## config.mk

```make
export PLATFORM = sky130hd
export DESIGN_NAME = axis_packet_receiver
export DESIGN_NICKNAME = d
export VERILOG_FILES = /design/src/rtl/axis_packet_receiver.sv
export SDC_FILE = /design/constraint.sdc
export NUM_CORES = 1
export LEC_CHECK = 0
export ABC_AREA = 1
export BUFFER_PORTS_ARGS = -buffer_cell sky130_fd_sc_hd__buf_2
export CORE_MARGIN = 4
export CORE_UTILIZATION = 60
export DETAILED_ROUTE_END_ITERATION = 8
export PLACE_DENSITY = 0.76
export SYNTH_ARGS = -nofsm -noshare
export SYNTH_HDL_FRONTEND = slang
export SYNTH_SLANG_ARGS = --single-unit
export TNS_END_PERCENT = 50
```

## constraint.sdc

```tcl
create_clock -name clk -period 4.2 [get_ports clk]
set_input_delay 1.26 -clock clk [delete_from_list [all_inputs] [get_ports clk]]
set_output_delay 1.26 -clock clk [all_outputs]
set_load 0.03 [all_outputs]
```

## src/rtl/axis_packet_receiver.sv

```systemverilog
// AXI-stream slave that buffers 8-bit beats in a FIFO and reports per-packet
// length, checksum and oversize error; a pull-style port drains the FIFO.
module axis_packet_receiver #(
  parameter int DEPTH   = 16,
  parameter int MAX_LEN = 64
) (
  input  logic                       clk,
  input  logic                       reset,
  input  logic                       tvaild,
  input  logic [7:0]                 tdata,
  input  logic                       tlast,
  output logic                       tready,
  input  logic                       rd_en,
  output logic [7:0]                 rd_data,
  output logic                       rd_valid,
  output logic                       fifo_empty,
  output logic                       fifo_full,
  output logic [$clog2(DEPTH):0]     fifo_count,
  output logic                       pkt_done,
  output logic [7:0]                 pkt_len,
  output logic [7:0]                 pkt_sum,
  output logic                       pkt_err
);

  localparam int AW = $clog2(DEPTH);
  localparam logic [AW:0] DEPTH_C = (AW+1)'(DEPTH);
  localparam logic [7:0]  MAX_C   = 8'(MAX_LEN);

  typedef enum logic {IDLE, RECV} state_t;

  state_t          state, state_next;
  logic [7:0]      mem [DEPTH];
  logic [AW-1:0]   wptr, rptr;
  logic [AW:0]     count, count_next;
  logic [7:0]      cnt, beat_num, sum_run;
  logic            err_run;
  logic            accept, store, pop;

  always_comb begin
    accept     = tvaild & tready;
    pop        = rd_en & (count != '0);
    // Beat number this beat would carry; restarts at 1 whenever a packet opens.
    beat_num   = (state == IDLE) ? 8'd1 : ((cnt == 8'hFF) ? 8'hFF : cnt + 8'd1);
    store      = accept & (beat_num <= MAX_C);
    count_next = count + (AW+1)'(store) - (AW+1)'(pop);
    state_next = state;
    case (state)
      IDLE: if (accept && !tlast) state_next = RECV;
      RECV: if (accept && tlast)  state_next = IDLE;
      default: state_next = IDLE;
    endcase
  end

  always_ff @(posedge clk) begin
    if (reset) begin
      state    <= IDLE;
      tready   <= 1'b0;
      wptr     <= '0;
      rptr     <= '0;
      count    <= '0;
      rd_data  <= '0;
      rd_valid <= 1'b0;
      cnt      <= '0;
      sum_run  <= '0;
      err_run  <= 1'b0;
      pkt_done <= 1'b0;
      pkt_len  <= '0;
      pkt_sum  <= '0;
      pkt_err  <= 1'b0;
    end else begin
      state    <= state_next;
      count    <= count_next;
      tready   <= (count_next < DEPTH_C);
      rd_valid <= pop;
      pkt_done <= accept & tlast;
      if (store) wptr <= wptr + 1'b1;
      if (pop) begin
        rd_data <= mem[rptr];
        rptr    <= rptr + 1'b1;
      end
      if (accept) begin
        cnt <= beat_num;
        if (tlast) begin
          pkt_len <= beat_num;
          pkt_sum <= store ? sum_run + tdata : sum_run;
          pkt_err <= err_run | ~store;
          sum_run <= '0;
          err_run <= 1'b0;
        end else begin
          if (store) sum_run <= sum_run + tdata;
          else       err_run <= 1'b1;
        end
      end
    end
  end

  always_ff @(posedge clk) begin
    if (store) mem[wptr] <= tdata;
  end

  assign fifo_count = count;
  assign fifo_empty = (count == '0);
  assign fifo_full  = (count == DEPTH_C);

endmodule

```

==> results of run 1 <==
-- cells by family after synthesis --
logic type | count (synthesis) | share of synthesized area, %
simple gates | 252 | 14.09
flops | 187 | 62.93
compound gates | 176 | 13.30
buf+inv | 100 | 4.889
fa+ha+maj | 21 | 3.479
xor+xnor | 12 | 1.316
-- final timing paths --
check	end	slack, ns
worst max-delay path	tready	0.67
worst min-delay path	pkt_sum[6]	0.45
worst max register to register	tready	0.67
worst min register to register	pkt_sum[6]	0.45
-- Yosys cell counts, types with 9 or more instances --
master    instances  area [µm²]
edfxtp_1        128        3844
nor2_1           97       364.1
o21ai_0          85       425.4
nand2_1          82       307.8
inv_1            61       229.0
dfxtp_1          59        1181
nand3_1          50       250.2
clkbuf_1         31       116.4
a21oi_1          29       145.1
o221ai_1         23       201.4
ha_1             19       237.7
o211ai_1         19       142.6
o22ai_1           9       56.30
-- registers in the layout, summed over array words and instances, names as in the netlist, 4 cells and up, named ones only --
register / cells
mem: 128
cnt: 8
pkt_len: 8
pkt_sum: 8
rd_data: 8
sum_run: 8
fifo_count: 5
rptr: 4
wptr: 4
-- layout make-up --
cell class                      instances  share of cell area, %
Sequential cell                       187                  56.26
Multi-Input combinational cell        461                  28.77
Clock buffer                           20                  4.888
Timing Repair Buffer                   56                  3.389
Inverter                               63                  2.647
Tap cell                              172                  2.409
Clock inverter                         12                  1.639
-- stage by stage --
step | hold WS [ns] | std cells | area [µm²]
floorplan | 0.4621 | 748 | 7985
global placement | 0.4384 | 939 | 8351
detailed placement | 0.4364 | 939 | 8351
CTS | 0.4528 | 971 | 8934
global route | 0.4704 | 971 | 8934
finish | 0.4495 | 971 | 8934
-- tightest hold or removal path: stages, from the launching register on --
cell	delay (ns)
dfxtp_1	0.32
nand2_1	0.05
nand2_1	0.05
-- power by group through the flow --
stage	Clock [mW]	Sequential [mW]	Combinational (mW)
finish	1.59	2.15	1.09
global route	1.67	2.16	1.23
CTS	1.60	2.15	1.09
detailed placement	0	2.19	1.08
global placement	0	2.18	1.04
floorplan	0	2.27	0.703
-- per-layer routing --
metal	vias to the layer above	wire length, µm	global-route usage (%)
li1	2712	-	-
met1	2810	7268	32.04
met2	215	8931	41.42
met3	40	1270	4.437
met4	0	433	9.619
met5	-	0	0
==> Flow_metrics.wiki, run 1 <==
{| class="wikitable"
! Metric !! Value
|-
| Wire length per cell after detailed routing || 18.44 µm
|-
| Synth-to-layout area growth || 11.88%
|-
| Number of hold buffers added after cts || 0
|-
| Number of synthesized flops with an enable pin || 128
|-
| Relative slew margins || 43.07%
|-
| Global routing usage summed across all routing layers || 24.68%
|-
| Clock power share || 33.0%
|-
| Diodes inserted || 0
|-
| Fraction of the yosys area taken by sequential cells || approximately 63%
|-
| Clock buffer count from CTS || 17
|-
| Int Power || 3.334 mW
|-
| Most frequent standard cell in the layout excluding fill and tap cells || edfxtp_1
|-
| Cell type group with the largest total delay on the critical path || simple AND/OR/NAND/NOR gates
|-
| Netlist area before placement || 7985 µm²
|-
| Combinational share of power || around 23%
|-
| Number of violations reported at the end of detailed-routing iteration 0 || approximately 610
|-
| Starting density of the core || between 60% and 70%
|-
| I/O pin total || 48
|-
| Count of input and output buffers || 47
|-
| Share of layout cells above drive strength 1 || 12.77%
|-
| Number of warnings printed during yosys synthesis || 0
|-
| Final clock period utilization by the worst path || between 80 and 90%
|-
| Die height || ~120 µm
|-
| Vias after detailed routing || between 5k and 6k
|-
| CTS tree || built
|-
| Min-Delay Path Class || flop to flop
|-
| Final Power || 4.832 mW
|-
| Count of distinct cell types in the synthesized netlist || 40
|-
| Setup Fix Bufs, Post-CTS || 0
|-
| Most numerous cell on the critical path || ha_1
|-
| Hold path start || pkt_sum[6]
|-
| Number of filler cells placed in the layout || 946
|-
| Post-synth net total || just under 800
|-
| Global-route congestion overflow total || 0
|-
| VDD IR-drop max || 0.3037 mV
|-
| Async set-or-reset flop fraction in the synthesized netlist || 0%
|-
| Number of standard cells after synthesis || 748
|-
| Placement Rows || around 40
|-
| Number of cells traversed by the worst register-to-register path || 17
|-
| Max H-tree Level || 4
|-
| Number of synthesized register bits || roughly 190
|-
| Maximum clock skew at final layout || 0.009522 ns
|-
| Commonest non-fill, non-tap cells in the layout || edfxtp_1 (128), nor2_1 (97), o21ai_0 (85), nand2_1 (82), inv_1 (61)
|-
| Detailed Route WL || 17900 µm
|-
| Vias per inst || between 5 and 6
|-
| Max Slew Vio Count || 0
|-
| Sum of negative setup slack || 0 ns
|-
| Switch Pwr || 1.497 mW
|-
| Worst Slack Setup Final || ~0.67 ns
|-
| Final core utilization || roughly 70%
|-
| Global-route wire length before repair || approximately 28000 µm
|-
| Weighted congestion reported at the end of routability-driven placement || 0.8979
|-
| Total buffers and inverters traversed by the critical path || 2
|-
| Sequential fraction of design power || 44.5%
|-
| Initial antenna violation count || 0
|-
| Mean area per synthesized cell || approximately 11 µm²
|-
| RSZ-0062 raised after global routing || no
|-
| Number of global-route vias before repair || roughly 5.6k
|-
| Length of the first detailed-routing pass in iterations || 6
|-
| Quantity of gates resized following cts || 0
|-
| Die Footprint || 15220 µm²
|-
| Final setup violation count || 0
|-
| Area of combinational cells with multiple inputs || approximately 2600 µm²
|-
| Total area of sequential cells || about 5000 µm²
|-
| Clock-pin slew on the worst setup and hold paths || 0.06 ns
|-
| Largest buffer count on any clock path || 2
|-
| Root Buffer || clkbuf_16
|-
| Post-DP HPWL || 11430 µm
|-
| Dominant register cell in the synthesized netlist || edfxtp_1
|-
| Number of max-capacitance violations reported || 0
|-
| CP Launch Point || cnt[0]
|-
| Critical-path cell list || ha_1 > nand2_1 > nor3_1 > nand3_1 > and3_1 > nand2_4 > nand2_4 > ha_1 > inv_1 > ha_1 > fa_1 > nand2_1 > a21oi_1 > or2_2 > xnor2_1 > inv_1 > nor2_1
|-
| Element type at the critical path end || flop
|-
| Slew at the pin with the worst max-slew slack || 0.8509 ns
|-
| Number of nets at the end of the flow || 820
|-
| Worst reg2reg startpoint || cnt[0]
|-
| Critical Path RT || 4.56 ns
|-
| Source-to-sink clock delay at the later pin of the worst-skew pair || 0.42 ns
|-
| Net switching share of the total power || a little under a third
|-
| Outcome || completed
|-
| Shortest clock period the worst path allows after layout || between 3 and 4 ns
|-
| Count of unresolved DRC violations after routing || 0
|-
| Highest Clock Rate || 283.4 MHz
|-
| Worst path depth || 17
|-
| Leakage power || ~3.4 nW
|-
| Width of the die || about 120 µm
|-
| Worst-path fanout max || 16
|-
| Startpoint Class || flop
|-
| Placement Setup Slack || 0.4443 ns
|-
| Number of clock sinks || 187
|-
| Endpoint arrival time on the critical path || 3.88 ns
|-
| Number of failing hold endpoints at the final stage || 0
|-
| Cell with the largest stage delay on the worst path || dfxtp_1
|-
| Pin count of the biggest net entering global routing || 67
|-
| Antenna Nets Post-Route || 0
|-
| Category of the critical setup timing path || flop to flop
|-
| Core area || around 13000 µm²
|-
| Number of instances on the worst hold path || 2
|-
| Maximum cell stage delay along the critical path || 0.45 ns
|-
| Power per cell area || ~540 nW/µm²
|}
Note: power is estimated with default switching activity, not from simulation.
==> inputs of run 2 (changes only) <==
==> constraint.sdc (replaced) <==
create_clock -name clk -period 3.58 [get_ports clk]
set_input_delay 1.074 -clock clk [delete_from_list [all_inputs] [get_ports clk]]
set_output_delay 1.074 -clock clk [all_outputs]
set_load 0.03 [all_outputs]
==> run 2 against run 1 <==
  * Sequential share of layout area shrank 0.62 points
  * Highest routed layer unchanged
  * Final cell count is 1.8% higher
  * Total power increased by 16%
  * Flip-flop and latch count unchanged
  * Clock power increased by 11%
  * Sequential power up 17%
  * Register-to-register slack got worse by 0.40 ns
  * Via count up 0.64%
  * Setup slack worse by 0.40 ns
==> Flow_metrics.wiki, run 2 (synthesized netlist as in run 1, its figures left out) <==
{| class="wikitable"
! Metric !! Value
|-
| Detailed Route WL || 17820 µm
|-
| Shortest clock period the worst path allows after layout || 3.304 ns
|-
| Number of hold buffers added after cts || 0
|-
| Top reg by flops || mem
|-
| Final clock period utilization by the worst path || 92.29%
|-
| Post-DP HPWL || 11620 µm
|-
| Core area || approximately 13000 µm²
|-
| Wire length per cell after detailed routing || 18.03 µm
|-
| Root Buffer || clkbuf_16
|-
| Global-route wire length before repair || around 29000 µm
|-
| Category of the critical setup timing path || flop to flop
|-
| Clock-pin slew on the worst setup and hold paths || 0.06 ns
|-
| Most frequent standard cell in the layout excluding fill and tap cells || edfxtp_1
|-
| Synth-to-layout area growth || 13.15%
|-
| Maximum clock skew at final layout || approximately 0.0092 ns
|-
| Vias per inst || 5.885
|-
| VDD IR-drop max || 0.3885 mV
|-
| Endpoint arrival time on the critical path || 3.67 ns
|-
| Number of failing hold endpoints at the final stage || 0
|-
| Critical Path RT || between 3 and 4 ns
|-
| Number of global-route vias before repair || 5709
|-
| Vias after detailed routing || 5814
|-
| Number of cells traversed by the worst register-to-register path || 17
|-
| Hold path start || pkt_sum[6]
|-
| Count of input and output buffers || 47
|-
| Placement Rows || 41
|-
| Max H-tree Level || 4
|-
| Worst reg2reg endpoint || tready
|-
| Die Footprint || 15220 µm²
|-
| Final Power || 5.596 mW
|-
| Power per cell area || 619.4 nW/µm²
|-
| Initial antenna violation count || 0
|-
| Number of clock sinks || ~190
|-
| Largest buffer count on any clock path || 2
|-
| Count of unresolved DRC violations after routing || 0
|-
| Sum of negative setup slack || 0 ns
|-
| Global-route congestion overflow total || 0
|-
| Final setup violation count || 0
|-
| Relative slew margins || 54.49%
|-
| Number of max-capacitance violations reported || 0
|-
| Leakage power || 3.439 nW
|-
| Outcome || completed
|-
| Clock buffer count from CTS || 17
|-
| I/O pin total || 48
|-
| Diodes inserted || 0
|-
| Starting density of the core || 62.26%
|-
| Pin count of the biggest net entering global routing || 67
|-
| Worst reg2reg startpoint || cnt[1]
|-
| Source-to-sink clock delay at the later pin of the worst-skew pair || between 0.4 and 0.5 ns
|-
| Min-Delay Path Class || flop to flop
|-
| Length of the first detailed-routing pass in iterations || 5
|-
| Startpoint Class || flop
|-
| Die height || ~120 µm
|-
| Max reg flops || 128
|-
| Highest Clock Rate || 302.7 MHz
|-
| Antenna Nets Post-Route || 0
|-
| CTS tree || built
|-
| Commonest non-fill, non-tap cells in the layout || edfxtp_1 (128), nor2_1 (97), o21ai_0 (85), nand2_1 (82), inv_1 (61)
|-
| Max Slew Vio Count || 0
|-
| Weighted congestion reported at the end of routability-driven placement || 0.8708
|-
| Worst-path fanout max || 10
|-
| RSZ-0062 raised after global routing || no
|-
| Width of the die || 123.4 µm
|-
| Number of violations reported at the end of detailed-routing iteration 0 || 643
|-
| Share of layout cells above drive strength 1 || 14.71%
|-
| Final worst hold slack || 0.4507 ns
|-
| Element type at the critical path end || flop
|-
| Number of nets at the end of the flow || between 800 and 900
|-
| CP Launch Point || cnt[1]
|-
| Slew at the pin with the worst max-slew slack || 0.6802 ns
|-
| Worst setup path end || tready
|-
| Worst-case register-to-register setup slack || 0.28 ns
|-
| Global routing usage summed across all routing layers || between 20% and 30%
|}
-- run 2: cell count changes in the layout (fill, tap and decap cells not counted), moves of 2 or more --
cell,previous run,this run
buf_4,9,26
clkbuf_8,0,3
bufinv_16,3,1
clkbuf_1,3,5
-- run 2: timing repair --
action,in CTS,in global routing
gates resized for setup,0,2
setup endpoints to repair,0,1
buffers inserted,0,0
-- run 2: critical path, cell delays in order (launching register included) --
cell,delay (ns)
dfxtp_1,0.43
ha_2,0.27
nand2_1,0.10
nor3_1,0.25
nand3_1,0.09
and3_1,0.20
nand2_4,0.16
nand2_4,0.06
ha_1,0.27
inv_1,0.04
ha_1,0.20
fa_1,0.40
nand2_1,0.09
a21oi_1,0.06
or2_2,0.28
xnor2_1,0.20
inv_1,0.06
nor2_1,0.09
-- run 2: cell type report --
| cell class | count | area [µm²] |
|---|---|---|
| multi-input cells | 461 | 2572 |
| inverters | 63 | 236.5 |
| well taps | 172 | 215.2 |
| flip-flops and latches | 187 | 5027 |
| repair buffers | 73 | 430.4 |
| fillers | 929 | 3790 |
| clock inverters | 7 | 67.56 |
| clock buffers | 25 | 485.5 |
-- run 2: where the power goes --
part | internal, mW | switching, mW | leakage [nW]
clock network | 1.01 | 0.760 | 0.274
registers | 2.43 | 0.0923 | 1.63
logic | 0.406 | 0.898 | 1.53
total | 3.85 | 1.75 | 3.44
-- run 2: stage by stage --
stage | area, µm² | worst slack [ns] | util [%] | cells
after global routing | 9035 | 0.009320 | 70.45 | 988
after CTS | 9031 | 0.1865 | 70.42 | 988
final | 9035 | 0.2761 | 70.45 | 988
after floorplan | 7985 | 0.2718 | - | 748
after detailed placement | 8478 | 0.2658 | 66.11 | 956
after global placement | 8478 | 0.4348 | 66.11 | 956
-- run 2: how the worst min path moves through the flow --
stage	slack [ns]	endpoint	depth (start not counted)
final	0.45	pkt_sum[6]	2
after CTS	0.45	pkt_sum[7]	2
after global routing	0.47	pkt_sum[4]	2
after detailed placement	0.44	pkt_len[3]	2
after floorplan	0.46	sum_run[0]	2
after global placement	0.44	pkt_sum[3]	2
-- run 2: routing by layer --
metal | up-vias | wire length, µm | share of wire, % | global-route usage (%)
met3 | 48 | 1374 | 7.7 | 5.215
met4 | 0 | 492 | 2.8 | 10.17
met1 | 2789 | 7146 | 40 | 31.77
met5 | - | 0 | 0 | 0
met2 | 226 | 8804 | 49 | 42.13
li1 | 2751 | - | - | -
